[src/rtl/regfile_hazard_if.sv]
// regfile_hazard_if: decode/read-port/write-back bundle for regfile_hazard_unit.
interface regfile_hazard_if #(
    parameter int DATA_SIZE = 32,
    parameter int REG_SIZE  = 5,
    parameter int CODE_SIZE = 6
);
    logic                 id_valid;
    logic [CODE_SIZE-1:0] id_code;
    logic [REG_SIZE-1:0]  id_src_a;
    logic [REG_SIZE-1:0]  id_src_b;
    logic                 id_use_a;
    logic                 id_use_b;
    logic [REG_SIZE-1:0]  id_dst;
    logic [DATA_SIZE-1:0] ra_data;
    logic [DATA_SIZE-1:0] rb_data;
    logic                 stall;
    logic                 wb_en;
    logic [REG_SIZE-1:0]  wb_reg;
    logic [DATA_SIZE-1:0] wb_data;

    modport master (
        output id_valid, id_code, id_src_a, id_src_b, id_use_a, id_use_b, id_dst,
        output wb_en, wb_reg, wb_data,
        input  ra_data, rb_data, stall
    );

    modport slave (
        input  id_valid, id_code, id_src_a, id_src_b, id_use_a, id_use_b, id_dst,
        input  wb_en, wb_reg, wb_data,
        output ra_data, rb_data, stall
    );
endinterface

[src/rtl/regfile_hazard_unit.sv]
// regfile_hazard_unit: register file with EX/MEM/WB RAW interlock.
// Define RF_WB_BYPASS_EN for write-through reads (interlock then covers EX/MEM only).
module regfile_hazard_unit #(
    parameter int DATA_SIZE = 32,
    parameter int REG_SIZE  = 5,
    parameter int CODE_SIZE = 6
) (
    input logic clk,
    input logic rst,
    regfile_hazard_if.slave bus
);
    localparam int NREG = 2 ** REG_SIZE;
    localparam logic [CODE_SIZE-1:0] ALU = CODE_SIZE'(1);
    localparam logic [CODE_SIZE-1:0] LW  = CODE_SIZE'(2);
`ifdef RF_WB_BYPASS_EN
    localparam int DEPTH = 2;
`else
    localparam int DEPTH = 3;
`endif

    logic [DATA_SIZE-1:0] regs [NREG];
    // tracker index 0 = EX, 1 = MEM, 2 = WB
    logic [2:0]          v;
    logic [2:0]          wr;
    logic [REG_SIZE-1:0] dst [3];
    logic                hz_a, hz_b, id_wr, stall_c, byp_a, byp_b;

`ifdef RF_WB_BYPASS_EN
    assign byp_a = bus.wb_en && (bus.wb_reg == bus.id_src_a);
    assign byp_b = bus.wb_en && (bus.wb_reg == bus.id_src_b);
`else
    assign byp_a = 1'b0;
    assign byp_b = 1'b0;
`endif

    assign bus.ra_data = (bus.id_src_a == '0) ? '0 : byp_a ? bus.wb_data : regs[bus.id_src_a];
    assign bus.rb_data = (bus.id_src_b == '0) ? '0 : byp_b ? bus.wb_data : regs[bus.id_src_b];

    always_comb begin
        hz_a = 1'b0;
        hz_b = 1'b0;
        for (int i = 0; i < DEPTH; i++) begin
            hz_a = hz_a | (v[i] & wr[i] & (dst[i] == bus.id_src_a));
            hz_b = hz_b | (v[i] & wr[i] & (dst[i] == bus.id_src_b));
        end
        hz_a = hz_a & bus.id_use_a & (bus.id_src_a != '0);
        hz_b = hz_b & bus.id_use_b & (bus.id_src_b != '0);
    end

    assign id_wr     = ((bus.id_code == ALU) || (bus.id_code == LW)) && (bus.id_dst != '0);
    assign stall_c   = !rst && bus.id_valid && (hz_a || hz_b);
    assign bus.stall = stall_c;

    always_ff @(posedge clk) begin
        if (rst) begin
            for (int i = 0; i < NREG; i++) regs[i] <= '0;
            v      <= '0;
            wr     <= '0;
            dst[0] <= '0;
            dst[1] <= '0;
            dst[2] <= '0;
        end else begin
            if (bus.wb_en && (bus.wb_reg != '0)) regs[bus.wb_reg] <= bus.wb_data;
            v      <= {v[1:0], bus.id_valid && !stall_c};
            wr     <= {wr[1:0], id_wr};
            dst[0] <= bus.id_dst;
            dst[1] <= dst[0];
            dst[2] <= dst[1];
        end
    end
endmodule

[src/flat_wrapper.sv]
// flat-port wrapper written by rule: the top's interface ports become plain ports
module regfile_hazard_unit_flat 
#(
    parameter int DATA_SIZE = 32,
    parameter int REG_SIZE  = 5,
    parameter int CODE_SIZE = 6
)
  (clk, rst, bus_id_valid, bus_id_code, bus_id_src_a, bus_id_src_b, bus_id_use_a, bus_id_use_b, bus_id_dst, bus_wb_en, bus_wb_reg, bus_wb_data, bus_ra_data, bus_rb_data, bus_stall);
  regfile_hazard_if #(.DATA_SIZE(DATA_SIZE), .REG_SIZE(REG_SIZE), .CODE_SIZE(CODE_SIZE)) bus_i ();
  input logic clk;
  input logic rst;
  input wire logic [$bits(bus_i.id_valid)-1:0] bus_id_valid;
  input wire logic [$bits(bus_i.id_code)-1:0] bus_id_code;
  input wire logic [$bits(bus_i.id_src_a)-1:0] bus_id_src_a;
  input wire logic [$bits(bus_i.id_src_b)-1:0] bus_id_src_b;
  input wire logic [$bits(bus_i.id_use_a)-1:0] bus_id_use_a;
  input wire logic [$bits(bus_i.id_use_b)-1:0] bus_id_use_b;
  input wire logic [$bits(bus_i.id_dst)-1:0] bus_id_dst;
  input wire logic [$bits(bus_i.wb_en)-1:0] bus_wb_en;
  input wire logic [$bits(bus_i.wb_reg)-1:0] bus_wb_reg;
  input wire logic [$bits(bus_i.wb_data)-1:0] bus_wb_data;
  output wire logic [$bits(bus_i.ra_data)-1:0] bus_ra_data;
  output wire logic [$bits(bus_i.rb_data)-1:0] bus_rb_data;
  output wire logic [$bits(bus_i.stall)-1:0] bus_stall;
  assign bus_i.id_valid = bus_id_valid;
  assign bus_i.id_code = bus_id_code;
  assign bus_i.id_src_a = bus_id_src_a;
  assign bus_i.id_src_b = bus_id_src_b;
  assign bus_i.id_use_a = bus_id_use_a;
  assign bus_i.id_use_b = bus_id_use_b;
  assign bus_i.id_dst = bus_id_dst;
  assign bus_i.wb_en = bus_wb_en;
  assign bus_i.wb_reg = bus_wb_reg;
  assign bus_i.wb_data = bus_wb_data;
  assign bus_ra_data = bus_i.ra_data;
  assign bus_rb_data = bus_i.rb_data;
  assign bus_stall = bus_i.stall;
  regfile_hazard_unit #(.DATA_SIZE(DATA_SIZE), .REG_SIZE(REG_SIZE), .CODE_SIZE(CODE_SIZE)) u_core (.clk(clk), .rst(rst), .bus(bus_i));
endmodule
[config.mk]
export PLATFORM = sky130hd
export DESIGN_NAME = regfile_hazard_unit_flat
export DESIGN_NICKNAME = d
export VERILOG_FILES = /design/src/rtl/regfile_hazard_if.sv /design/src/rtl/regfile_hazard_unit.sv /design/src/flat_wrapper.sv
export SDC_FILE = /design/constraint.sdc
export NUM_CORES = 2
export LEC_CHECK = 0
export BUFFER_PORTS_ARGS = -buffer_cell sky130_fd_sc_hd__buf_2
export CAP_MARGIN = 20
export CORE_MARGIN = 2
export CORE_UTILIZATION = 50
export CTS_CLUSTER_SIZE = 40
export DETAILED_ROUTE_END_ITERATION = 6
export PLACE_DENSITY = 0.63
export SLEW_MARGIN = 0
export SYNTH_ARGS = -nofsm -noshare
export SYNTH_HDL_FRONTEND = slang
export SYNTH_SLANG_ARGS = --single-unit
export TNS_END_PERCENT = 50
[constraint.sdc]
create_clock -name clk -period 2.81 [get_ports clk]
set_input_delay 0 -clock clk [delete_from_list [all_inputs] [get_ports clk]]
set_output_delay 0 -clock clk [all_outputs]
set_load 0.03 [all_outputs]
After elaboration in Yosys (flattened, before gate mapping):

Memories as Yosys holds them, arrays and structs flattened.
Index checks and enable logic that the tools add are counted.

* register bits after elaboration: 6
* bits in writable memories: 1039
* bits of input ports: 64
* word-level logic and storage cells: 62
* memories: 2

* equal/unequal tests: 8
* multiplexer cells: 14
* bitwise logic cells: 20
* reduce and logical (&&, ||, !) cells: 16

Memory list
* u_core.regs: depth 32, width 32, read ports 2, clocked after memory_dff 0, wr ports 32, RTL line regfile_hazard_unit.sv:21 `logic [DATA_SIZE-1:0] regs [NREG];`
* u_core.dst: depth 3, width 5, read ports 3, clocked after memory_dff 0, wr ports 3, RTL line regfile_hazard_unit.sv:25 `logic [REG_SIZE-1:0] dst [3];`

Operators with widths (count)
* two-way mux 32 bit: 3
* OR reduction 32 bit: 1
* equality test 5 bit: 6
* two-way mux 5 bit: 4
* nonzero test 5 bit: 4
* AND 1 bit: 13
* logical NOT 5 bit: 2
* two-way mux 1 bit: 7
* bitwise OR 1 bit: 7
* equality test 6 x 1 -> 1 bit, second input constant: 1
* equality test 6 x 2 -> 1 bit, second input constant: 1
* logical AND 1 bit: 5
* logical NOT 1 bit: 2
* logical OR 1 bit: 2

Depth between registers and ports, before layout:

An unclocked memory read counts as a cell.

* depth in word-level cells: 11
* gate-level depth with buffers: 9
* gate-level depth less buffers: 5

Worst setup path before layout:

No wires, ideal clock.

* path kind: input to output
* start point: in bus_id_src_a[2]
* end point: out bus_ra_data[10]
* arrival: 1.942 ns
* data required time: 2.810 ns
* path slack: 0.868 ns
* stages on the path: 7
* path buffers: 3
* path through: buf_2 or3_1 clkbuf_1 buf_2 o221ai_1 a21oi_1 a211oi_1

* word-level cells in the longest chain between the ends: 2
* elaborated cells on any way between the ends: 3

RTL lines
* start: declaration: RTL line flat_wrapper.sv:14 `input wire logic [$bits(bus_i.id_src_a)-1:0] bus_id_src_a;`
* memory read (32 x 32 bit) / logical NOT 5 bit (equally long branches)
* two-way mux 32 bit (*): RTL line regfile_hazard_unit.sv:36 `assign bus.ra_data = (bus.id_src_a == '0) ? '0 : byp_a ? bus.wb_data : regs[bus.id_src_a];`
* end: declaration: RTL line flat_wrapper.sv:22 `output wire logic [$bits(bus_i.ra_data)-1:0] bus_ra_data;`

Every way passes the cells marked *; elsewhere a longest branch is shown, timed or not.

==> results.py <==
metrics = {
    "cts": {
        "cts_buf_count": 111,
        "cts_max_level": 3,
        "max-clock-path-buffers": 3,
        "worst_skew_pair.late_latency_ns": 0.69,
        "cts_tree": "done",
        "postCtsSetupBuffers": 0,
        "clockRootBuffer": "sky130_fd_sc_hd__clkbuf_16",
        "clock_sink_count": 1045,
        "path_clk_slew_ns": 0.06,
    },
    "floorplan": {
        "die-width_um": 336,
        "core.rowCount": 121,
        "die_outline_area_um2": 113000,
        "effective_utilization_at_floorplan": 0.505,
        "die_h_um": 336,
        "ios": 129,
        "core_region_area_um2": 109000,
    },
    "logic_synthesis": {
        "netlist_instances": 3656,
        "synth_seq_cells": 1045,
        "yosys.cell_types.count": 50,
        "synth_warnings": 0,
        "seq_area_frac_synth": 0.566,
        "ys.flop_type": "sky130_fd_sc_hd__edfxtp_1",
        "synth.avg_cell_area_um2": 15.1,
        "async_set_or_reset_register_ratio_after_synthesis": 0,
        "area_of_the_mapped_netlist_um2": 55100,
        "synth-edff-count": 1024,
    },
    "critical_path": {
        "timing.critical_path.slowest_cell_delay_ns": 0.53,
        "worst-path-max-fanout": 2,
        "cp_num_buf_inv": 1,
        "path_cells": "mux4_2 -> a22o_1 -> o21ai_0 -> o21ai_1 -> buf_2",
        "worstReg2RegStart": "u_core.dst[0][7]",
        "crit_slowest_cell": "sky130_fd_sc_hd__mux4_2",
        "crit_path_start": "u_core.regs[19][19]",
        "cp.arrival_ns": 2.81,
        "crit_required_ns": 2.81,
        "crit_path_start_kind": "register",
        "criticalPathCategory": "register to output port",
        "endpoint_class_of_the_critical_path": "output port",
        "timing.critical_path.max_delay_family": "compound AO/OA/AOI/OAI gates",
    },
    "final_layout": {
        "final_nets": 3867,
        "fill_cells": 8455,
        "final_layout_size_suffix_gt1_frac": 0.281,
        "regArea_um2": 31200,
        "layout.cell_area.non_filler_um2": 62600,
        "syn_to_final_growth_pct": 13.6,
        "multi_input_area_um2": 22500,
    },
    "placed_design": {
        "routabilityCongestion": 0.888,
        "portBuffers": 128,
        "hpwl_detailed_um": 114000,
        "placement.cell_area_um2": 58600,
    },
    "power": {
        "p_leak_nw": 21.9,
        "max-vdd-ir-drop_mv": 0.508,
        "cellPowerDensity_nw_per_um2": 602,
    },
    "routing": {
        "detailroute.wirelength.met2_um": 87700,
        "met3WireLength_um": 20400,
        "wirelength_met1_um": 67200,
        "avgRoutedWirePerCell_um": 34.3,
        "drt-vias-per-instance": 6.69,
        "detailedRoute.firstIterationViolations": 4869,
        "route.detailed.drc": 0,
        "drtPass1Iterations": 6,
        "top_layer_used": "met5",
        "antenna_violating_nets_post_route": 0,
        "num_vias": 36000,
        "wl_um": 185000,
    },
    "timing": {
        "finalCriticalPeriod_ns": 2.81,
        "max_freq_mhz": 356,
        "fin_skew_ns": 0.00131,
        "setup-violations-final": 0,
        "final_count_of_hold_timing_violations": 0,
        "finalMaxSlewViolations": 0,
        "rsz_0062_raised_after_global_routing": "yes",
        "worst_hold_slack_ns": 0.170,
        "worstMarginPinSlew_ns": 1.15,
        "finalCritPeriodShare": 0.999,
        "slew-limit-headroom": 0.229,
    },
    "grt": {
        "antenna_found_initial": 13,
        "grt_max_degree": 66,
        "grt_pass1_vias": 37200,
        "first_pass_grt_wire_length_um": 264000,
        "overflow": 0,
        "grt_util_all_layers": 0.330,
    },
    "run": {
        "maxCapViolations": 0,
    },
    "outcome": {
        "outcome": "finished clean",
    },
    "hold_path": {
        "timing.hold.worst.class": "primary input to register",
        "timing.hold.worst.start": "bus_id_code[1]",
    },
}
[routing by layer]
| layer | up-vias | global-route usage |
|---|---|---|
| li1 | 14400 | - |
| met1 | 18600 | 0.429 |
| met2 | 2478 | 0.532 |
| met3 | 488 | 0.0732 |
| met4 | 8 | 0.150 |
| met5 | - | 0 |
[worst register-to-register path: stages, from the launching register on]
cell and delay, ns:
sky130_fd_sc_hd__dfxtp_1 0.33, sky130_fd_sc_hd__xor2_1 0.16, sky130_fd_sc_hd__nor4_2 0.33, sky130_fd_sc_hd__nand4_1 0.19, sky130_fd_sc_hd__a311o_1 0.40, sky130_fd_sc_hd__and3b_1 0.16
sky130_fd_sc_hd__dlygate4sd3_1 0.54
[repair_timing]
item                                   4_1_cts  5_1_grt
setup endpoints to repair                   17       12
hold buffers                                48        0
pin swaps                                    0        2
gates cloned                                 0        0
endpoints found under the hold margin     1023        0
resized for setup                           24       16
[registers in the layout, indices dropped and copies added, names as in the netlist]
| name | cells |
|---|---|
| u_core.regs | 1024 |
| u_core.wr | 3 |
| u_core.dst | 15 |
| u_core.v | 3 |
[layout make-up]
type / instances / share of cell area
flip-flops and latches: 1045 / 0.498
multi-input cells: 2229 / 0.359
repair buffers: 399 / 0.0577
clock buffers: 140 / 0.0468
well taps: 1476 / 0.0295
clock inverters: 65 / 0.00809
inverters: 17 / 0.00102
diodes: 9 / 0.000360
[kinds of logic (layout without fill, tap and decap cells)]
group	after synthesis	after routing	synth area share
AND/OR/NAND/NOR	1173	1173	0.131
flip-flops	1045	1045	0.566
multiplexers	596	596	0.212
buffers and inverters	413	621	0.0334
AO/OA/AOI/OAI	397	397	0.0531
XOR/XNOR	31	31	0.00493
other	1	41	0.0000680
[through the flow]
| step | setup WS, ns | power [mW] | TNS, ns | util | std cells |
|---|---|---|---|---|---|
| global placement | 0.197 | 23.4 | 0 | 0.536 | 5118 |
| finish | 0.00267 | 37.7 | 0 | 0.574 | 5380 |
| floorplan | 0.868 | 21.5 | 0 | - | 3687 |
| detailed placement | 0.193 | 23.5 | 0 | 0.536 | 5118 |
| global route | -0.0318 | 38.6 | -0.0401 | 0.574 | 5372 |
| CTS | -0.0819 | 37.7 | -0.0819 | 0.573 | 5371 |
[report_power, final]
| group | total (mW) | switching (mW) | leakage (nW) | internal, mW |
|---|---|---|---|---|
| Sequential | 18.4 | 0.456 | 9.92 | 18.0 |
| Combinational | 5.00 | 2.92 | 10.3 | 2.08 |
| Clock | 14.3 | 6.20 | 1.68 | 8.05 |
[cell usage after synthesis, drive strengths merged, types with 10 or more instances]
| master | instances | area [um2] |
|---|---|---|
| nor2b | 24 | 150 |
| nor2 | 37 | 139 |
| and2 | 995 | 6220 |
| xor2 | 10 | 87.6 |
| a211oi | 21 | 158 |
| o22ai | 16 | 100 |
| mux2i | 89 | 891 |
| a22o | 134 | 1170 |
| o221ai | 37 | 324 |
| or2 | 32 | 200 |
| mux4 | 450 | 10200 |
| dfxtp | 21 | 420 |
| nand2 | 10 | 37.5 |
| nor3 | 39 | 200 |
| buf | 111 | 709 |
| clkbuf | 285 | 1070 |
| a22oi | 10 | 75.1 |
| o21ai | 91 | 455 |
| mux2 | 57 | 642 |
| inv | 17 | 63.8 |
| edfxtp | 1024 | 30700 |
| a221oi | 38 | 333 |
| xnor2 | 21 | 184 |
| a21oi | 37 | 185 |
[final timing paths]
check                                        to  slack [ns]  cells after the start
worst max-delay path            bus_rb_data[19]       0.003                      5
worst min-delay path               u_core.wr[0]        0.17                      4
worst max register to register      u_core.v[0]        0.59                      6
worst min register to register     u_core.wr[2]        0.49                      1
[cells in the final DEF, fill, tap and decap left out, drive strengths merged, types with 38 or more instances in the layout]
cell	instances
a221oi	38
mux2	57
mux2i	89
and2	995
o21ai	91
a22o	134
clkbuf	140
dlygate4sd3	48
clkinv	51
mux4	450
edfxtp	1024
nor3	39
buf	351
No activity file was read; power rests on OpenSTA's default activity.
